[src/rtl/adder_chunk_seq.sv]
// WIDTH-bit add with carry-in, computed LSB-first through one shared CHUNK-bit slice.
// Valid/ready on both sides; one operation is in flight at a time.
module adder_chunk_seq #(
  parameter int WIDTH = 12,
  parameter int CHUNK = 3
) (
  input  logic             clk,
  input  logic             rst_n,
  input  logic             in_valid,
  output logic             in_ready,
  input  logic [WIDTH-1:0] a,
  input  logic [WIDTH-1:0] b,
  input  logic             cin,
  output logic             out_valid,
  input  logic             out_ready,
  output logic [WIDTH-1:0] sum,
  output logic             cout,
  output logic             busy
);

  localparam int NCHUNK = WIDTH / CHUNK;
  localparam int IDXW   = (NCHUNK > 1) ? $clog2(NCHUNK) : 1;
  localparam logic [IDXW-1:0] LAST_IDX = IDXW'(NCHUNK - 1);

  generate
    if (CHUNK < 1 || (WIDTH % CHUNK) != 0) begin : g_bad_width
      $error("adder_chunk_seq: WIDTH must be a nonzero multiple of CHUNK");
    end
  endgenerate

  typedef enum logic [1:0] {
    ST_IDLE = 2'd0,
    ST_RUN  = 2'd1,
    ST_DONE = 2'd2
  } state_t;

  state_t           state_r;
  logic [WIDTH-1:0] a_r;
  logic [WIDTH-1:0] b_r;
  logic [WIDTH-1:0] sum_r;
  logic [IDXW-1:0]  idx_r;
  logic             carry_r;
  logic             cout_r;
  logic             in_ready_r;
  logic             out_valid_r;
  logic             busy_r;

  logic [CHUNK-1:0] slice_a_s;
  logic [CHUNK-1:0] slice_b_s;
  logic [CHUNK:0]   slice_s;

  // Shared ripple slice: current chunk of each operand plus the carried bit
  always_comb begin
    slice_a_s = a_r[idx_r*CHUNK +: CHUNK];
    slice_b_s = b_r[idx_r*CHUNK +: CHUNK];
    slice_s   = {1'b0, slice_a_s} + {1'b0, slice_b_s} + {{CHUNK{1'b0}}, carry_r};
  end

  // Controller: accept, step chunks LSB-first, hold result until the sink takes it
  always_ff @(posedge clk) begin
    if (!rst_n) begin
      state_r     <= ST_IDLE;
      a_r         <= {WIDTH{1'b0}};
      b_r         <= {WIDTH{1'b0}};
      sum_r       <= {WIDTH{1'b0}};
      idx_r       <= {IDXW{1'b0}};
      carry_r     <= 1'b0;
      cout_r      <= 1'b0;
      in_ready_r  <= 1'b1;
      out_valid_r <= 1'b0;
      busy_r      <= 1'b0;
    end else begin
      case (state_r)
        ST_IDLE: begin
          if (in_valid) begin
            a_r        <= a;
            b_r        <= b;
            carry_r    <= cin;
            idx_r      <= {IDXW{1'b0}};
            sum_r      <= {WIDTH{1'b0}};
            in_ready_r <= 1'b0;
            busy_r     <= 1'b1;
            state_r    <= ST_RUN;
          end else begin
            state_r    <= ST_IDLE;
          end
        end
        ST_RUN: begin
          sum_r[idx_r*CHUNK +: CHUNK] <= slice_s[CHUNK-1:0];
          carry_r                     <= slice_s[CHUNK];
          if (idx_r == LAST_IDX) begin
            cout_r      <= slice_s[CHUNK];
            out_valid_r <= 1'b1;
            state_r     <= ST_DONE;
          end else begin
            idx_r       <= idx_r + IDXW'(1);
          end
        end
        ST_DONE: begin
          // in_ready stays low here: a new accept waits for the edge after the handshake
          if (out_ready) begin
            out_valid_r <= 1'b0;
            in_ready_r  <= 1'b1;
            busy_r      <= 1'b0;
            state_r     <= ST_IDLE;
          end else begin
            state_r     <= ST_DONE;
          end
        end
        default: begin
          state_r     <= ST_IDLE;
          in_ready_r  <= 1'b1;
          out_valid_r <= 1'b0;
          busy_r      <= 1'b0;
        end
      endcase
    end
  end

  assign in_ready  = in_ready_r;
  assign out_valid = out_valid_r;
  assign busy      = busy_r;
  assign sum       = sum_r;
  assign cout      = cout_r;

endmodule

[config.mk]
export PLATFORM = sky130hd
export DESIGN_NAME = adder_chunk_seq
export DESIGN_NICKNAME = d
export VERILOG_FILES = /design/src/rtl/adder_chunk_seq.sv
export SDC_FILE = /design/constraint.sdc
export NUM_CORES = 1
export LEC_CHECK = 0
export ABC_AREA = 1
export CAP_MARGIN = 5
export CORE_AREA = 2 2 68 70
export CTS_BUF_LIST = sky130_fd_sc_hd__clkbuf_16
export CTS_CLUSTER_DIAMETER = 100
export DETAILED_ROUTE_END_ITERATION = 16
export DIE_AREA = 0 0 70 72
export GPL_ROUTABILITY_DRIVEN = 0
export PLACE_DENSITY = 0.73
export SYNTH_ARGS = -nofsm -noshare
export SYNTH_HDL_FRONTEND = slang
export SYNTH_SLANG_ARGS = --single-unit
[constraint.sdc]
create_clock -name clk -period 3 [get_ports clk]
set_input_delay 0.6 -clock clk [delete_from_list [all_inputs] [get_ports clk]]
set_output_delay 0.6 -clock clk [all_outputs]
set_load 0.01 [all_outputs]
Yosys cells after proc, flatten, opt, wreduce, memory -nomap -nowiden --
Index checks and enable logic that the tools add are counted.
Word-level totals: word-level logic and storage cells 56, register bits after elaboration 45, bits in latches 0, memory bits (read-only) 0, bits in writable memories 0, output and inout port bits 16, input bits 29, memories 0
Cells by class: muxes and demuxes 20, multiply operators 1, equality and inequality tests 7, bitwise operators 2, shift operators 4, div/mod/pow operators 0, $lt $le $gt $ge 0, reduce and logical (&&, ||, !) cells 8, add/sub/neg operators 4
Operators by type and width (number):
- $neg 4->34 | 1
- $shift 3x34->12 const A | 1
- $shiftx 3x34->12 | 1
- $pmux 12 s2 | 1
- $shiftx 12x5->3 | 2
- $bwmux 12 | 1
- $mux 12 | 1
- $pmux 1 s3 | 3
- $reduce_and 3->1 | 3
- $mux 2 | 4
- $ne 2x2->1 const B | 4
- $mux 1 | 7
- $pmux 2 s3 | 1
- $reduce_and 2->1 | 3
- $add 3x3->4 | 1
- $add 4x1->4 | 1
- $eq 2x2->1 const B | 2
- $mul 2x2->4 const B | 1
- $pmux 2 s2 | 1
- $add 2x1->2 const B | 1
- $eq 2x1->1 const B | 1
- $logic_not 2->1 | 1
- $not 1->1 | 2
- $pmux 1 s2 | 1
- $reduce_bool 2->1 | 1

Depth between registers and ports, before layout --
depth in word-level cells 7, gate-level depth with buffers 14

Least setup slack after synthesis --
OpenSTA, ideal clock, no wires.
path kind register to register, start point reg idx_r[0], end point reg sum_r[10], in the netlist sum[10], period minus slack after synthesis 2316 ps, setup slack 684 ps, data arrival time 2245 ps, path buffers 2, data required time 2929 ps, cell stages (with the launch flop) 14, setup time 71 ps, cells stage by stage dfxtp_1 buf_4 inv_1 buf_2 o21ai_0 o22ai_1 fa_1 inv_1 fa_1 inv_1 nand2_1 nor2_1 nand2_1 a21oi_1
On the way: word-level cells in the longest chain between the ends 7, elaborated cells between the ends (all ways) 10
Ends and longest elaborated chain:
- start, declared | RTL line 41 | logic [IDXW-1:0] idx_r;
- start signal, assigned | RTL line 66 | idx_r <= {IDXW{1'b0}};
- start signal, assigned | RTL line 79 | idx_r <= {IDXW{1'b0}};
- start signal, assigned | RTL line 96 | idx_r <= idx_r + IDXW'(1);
- $mul 2x2->4 (*) | RTL line 54, 55, 89
- $shiftx 12x5->3 (on tied branches) | RTL line 54, 55
- $add 3x3->4 | RTL line 56 | slice_s = {1'b0, slice_a_s} + {1'b0, slice_b_s} + {{CHUNK{1'b0}}, carry_r};
- $add 4x1->4 | RTL line 56
- $shiftx 3x34->12 | RTL line 89 | sum_r[idx_r*CHUNK +: CHUNK] <= slice_s[CHUNK-1:0];
- $bwmux 12 (*) | RTL line 89
- $pmux 12 s2 (*) | RTL line 73 | case (state_r)
- end signal, assigned | RTL line 65 | sum_r <= {WIDTH{1'b0}};
- end signal, assigned | RTL line 80 | sum_r <= {WIDTH{1'b0}};
- end signal, assigned by index | RTL line 89
- end, declared | RTL line 40 | logic [WIDTH-1:0] sum_r;
Mark *: on every way between the ends. The rest lies on a longest branch, timed or not. A chain may end at the register's enable or synchronous reset.

Worst setup path after layout --
start point reg idx_r[1], end point reg sum_r[10], in the netlist sum[10]
Same word-level chain as after synthesis.

==> results by group <==
Global route
  • Largest net degree at the start of global routing: 30
  • Grt ovf: 0
  • GR Util All Layers: 0.186
  • Initial antenna violation count: 0
  • First-pass GRT wire length: between 7 and 8 mm
  • Vias in the first global route: 1,748

Route
  • Pre-antenna DRT Iters: 4
  • DRT iter0 DRCs: 104
  • ANT nets after route: 0
  • DRC: 0
  • Total routed wirelength: 4.40 mm
  • Routed vias/inst: 5.10
  • Via Count: 1,927
  • DR WL/cell: 11.6 um

Clock tree
  • Post-CTS Setup Inserts: 0
  • CTS max path bufs: 2
  • Total CTS buffers: 5
  • Clock sink total: 45
  • Hold_buf cts: 0
  • CTS tree: yes
  • Clock latency at the later pin of the worst-skew pair: 280 ps
  • # H-tree levels: 2
  • Post_cts resized: 0
  • CTS Root Cell: clkbuf_16
  • CTS clk-pin slew, worst paths: 60 ps

Worst setup path
  • Worst Path Required: roughly 3200 ps
  • Max Fanout on Critical Path: 10
  • Crit path DAT: 2620 ps
  • CP startpoint kind: flip-flop
  • Crit Path Class: reg2reg
  • Setup crit end kind: flip-flop

Status
  • Status: finished, final reports clean

Synthesis
  • Cell Area, Synth: 2080 sq um
  • Yosys warns: 0
  • Syn Inst Count: 285
  • Synth top cells by count: nor2_1, dfxtp_1, nand2_1, o21ai_0, nand3_1
  • Synth async-reset ratio: 0
  • Seq cells post-synth: 45
  • Primary FF master, synth: dfxtp_1
  • Syn Area/Cell: 7.31 sq um
  • Netlist cell types: 28
  • Sequential area share after synthesis: 0.433
  • Synthesized Nets: 322
  • Post-synth top area cell: dfxtp_1
  • Post-synth EDFFs: 0
  • Largest cells by area after synthesis: dfxtp_1, nor2_1, o21ai_0
  • Count leader, synth: nor2_1
  • Top-area cell type share of the netlist area: 0.433

Power and ir drop
  • Combinational power share: 0.240
  • P_int: between 1 and 1.5 mW
  • Switching pwr: 0.457 mW
  • Maximum vdd drop: ~0.34 mV
  • Leak pwr: between 1 and 1.5 nW
  • Total power: roughly 1.6 mW
  • Sw Ratio: 0.294
  • Sequential share of power: 0.440
  • Clock power frac: 0.321
  • Pwr Density: 586 nW/um^2

Timing
  • # setup viols final: 0
  • Period utilization: 0.807
  • Maximum clock rate: 413 MHz
  • Hold_ws: between 400 and 500 ps
  • RSZ-0062 raised after global routing: no
  • Worst-margin pin slew: roughly 490 ps
  • Hold Vio Cnt, Final: 0
  • Minimum clock period: 2420 ps
  • Clock Skews: 4.66 ps
  • Relative slew slack: 0.673
  • Setup TNS: 0 ps
  • Slew Limit Fails: 0

Floorplanning
  • Die area: 5040 sq um
  • Starting density of the core: 0.488
  • I/O Pins: 45
  • Floorplan core area: between 4000 and 5000 sq um
  • Die Wd: roughly 70 um
  • Row cnt: 24
  • Die height: 72 um

Cells and area
  • N_diodes: 0
  • Area delta synth->final: 27.4%
  • Layout cells sized above 1: 0.0429
  • Nets: 363

Placement
  • IO buf count: 44
  • Post-DP HPWL: 3.16 mm

Flow run
  • Max cap viols: 0

Hold path
  • HP Class: reg2reg
==> state kept, by name, indices dropped and copies added, names as in the netlist <==
name       flops
b_r           12
sum           12
cout           1
out_valid      1
in_ready       1
busy           1
carry_r        1
idx_r          2
state_r        2
a_r           12
==> path summary, 6_finish.rpt <==
| kind | from | endpoint | slack [ps] | cells past startpoint |
|---|---|---|---|---|
| min | out_valid | out_valid | 460 | 2 |
| min reg2reg | out_valid | out_valid | 460 | 2 |
| max reg2reg | idx_r[1] | sum[10] | 580 | 11 |
| max | idx_r[1] | sum[10] | 580 | 11 |
==> cell usage in the layout (no fill, tap or decap) <==
cell type / n
inv_2: 1
o21ai_1: 4
o22ai_1: 4
clkinv_1: 2
nand2_2: 2
clkdlybuf4s50_1: 44
buf_4: 3
nor3_1: 1
nor2_4: 2
a21oi_1: 18
ha_1: 6
nor2_1: 68
nand4_1: 1
fa_1: 2
and2_1: 2
o211a_1: 1
inv_1: 22
o21ai_0: 31
nand3b_1: 1
nor2_2: 1
nand3_1: 29
clkbuf_16: 5
nand2_1: 31
dfxtp_1: 45
==> per-stage QoR <==
stage	instance area [sq um]	setup WS, ps	instances	util
final	2650	578	378	0.622
after global routing	2650	354	378	0.622
after CTS	2650	598	378	0.622
after detailed placement	2520	643	371	0.591
after global placement	2520	733	371	0.591
after floorplan	2080	684	285	-
==> power groups by stage <==
stage | clock network [mW] | logic, mW | registers, mW
after detailed placement | 0 | 0.368 | 0.696
after CTS | 0.505 | 0.372 | 0.683
final | 0.499 | 0.373 | 0.683
after floorplan | 0 | 0.270 | 0.691
after global routing | 0.531 | 0.431 | 0.690
after global placement | 0 | 0.360 | 0.696
==> layer usage <==
layer	global-route usage	share of wire	vias up	wire, um
met2	0.312	0.46	40	2030
met1	0.241	0.49	878	2160
li1	-	-	1007	-
met4	0.0513	0.0052	0	23
met5	0	0	-	0
met3	0.0444	0.045	2	197
==> cell families after synthesis <==
| group | count (synthesis) | share of synthesized area |
|---|---|---|
| AO/OA/AOI/OAI | 58 | 0.144 |
| adder cells (fa/ha/maj) | 8 | 0.0553 |
| buffers and inverters | 36 | 0.0847 |
| flip-flops | 45 | 0.433 |
| AND/OR/NAND/NOR | 138 | 0.283 |
==> worst max-delay path, cell delays in order (launching register included) <==
cell	delay, ps
dfxtp_1	490
inv_1	210
o21ai_0	130
o22ai_1	130
fa_1	420
inv_1	80
fa_1	410
inv_1	80
nand2_1	70
nor2_1	120
nand2_1	70
a21oi_1	120
==> final cells by class <==
class                           instances  area [sq um]
Sequential cell                        45           901
Fill cell                             401          1610
Clock inverter                          2          7.51
Timing Repair Buffer                   47           463
Clock buffer                            5           125
Multi-Input combinational cell        204          1000
Inverter                               23          86.3
Tap cell                               52          65.1
No activity file was read; power rests on OpenSTA's default activity.
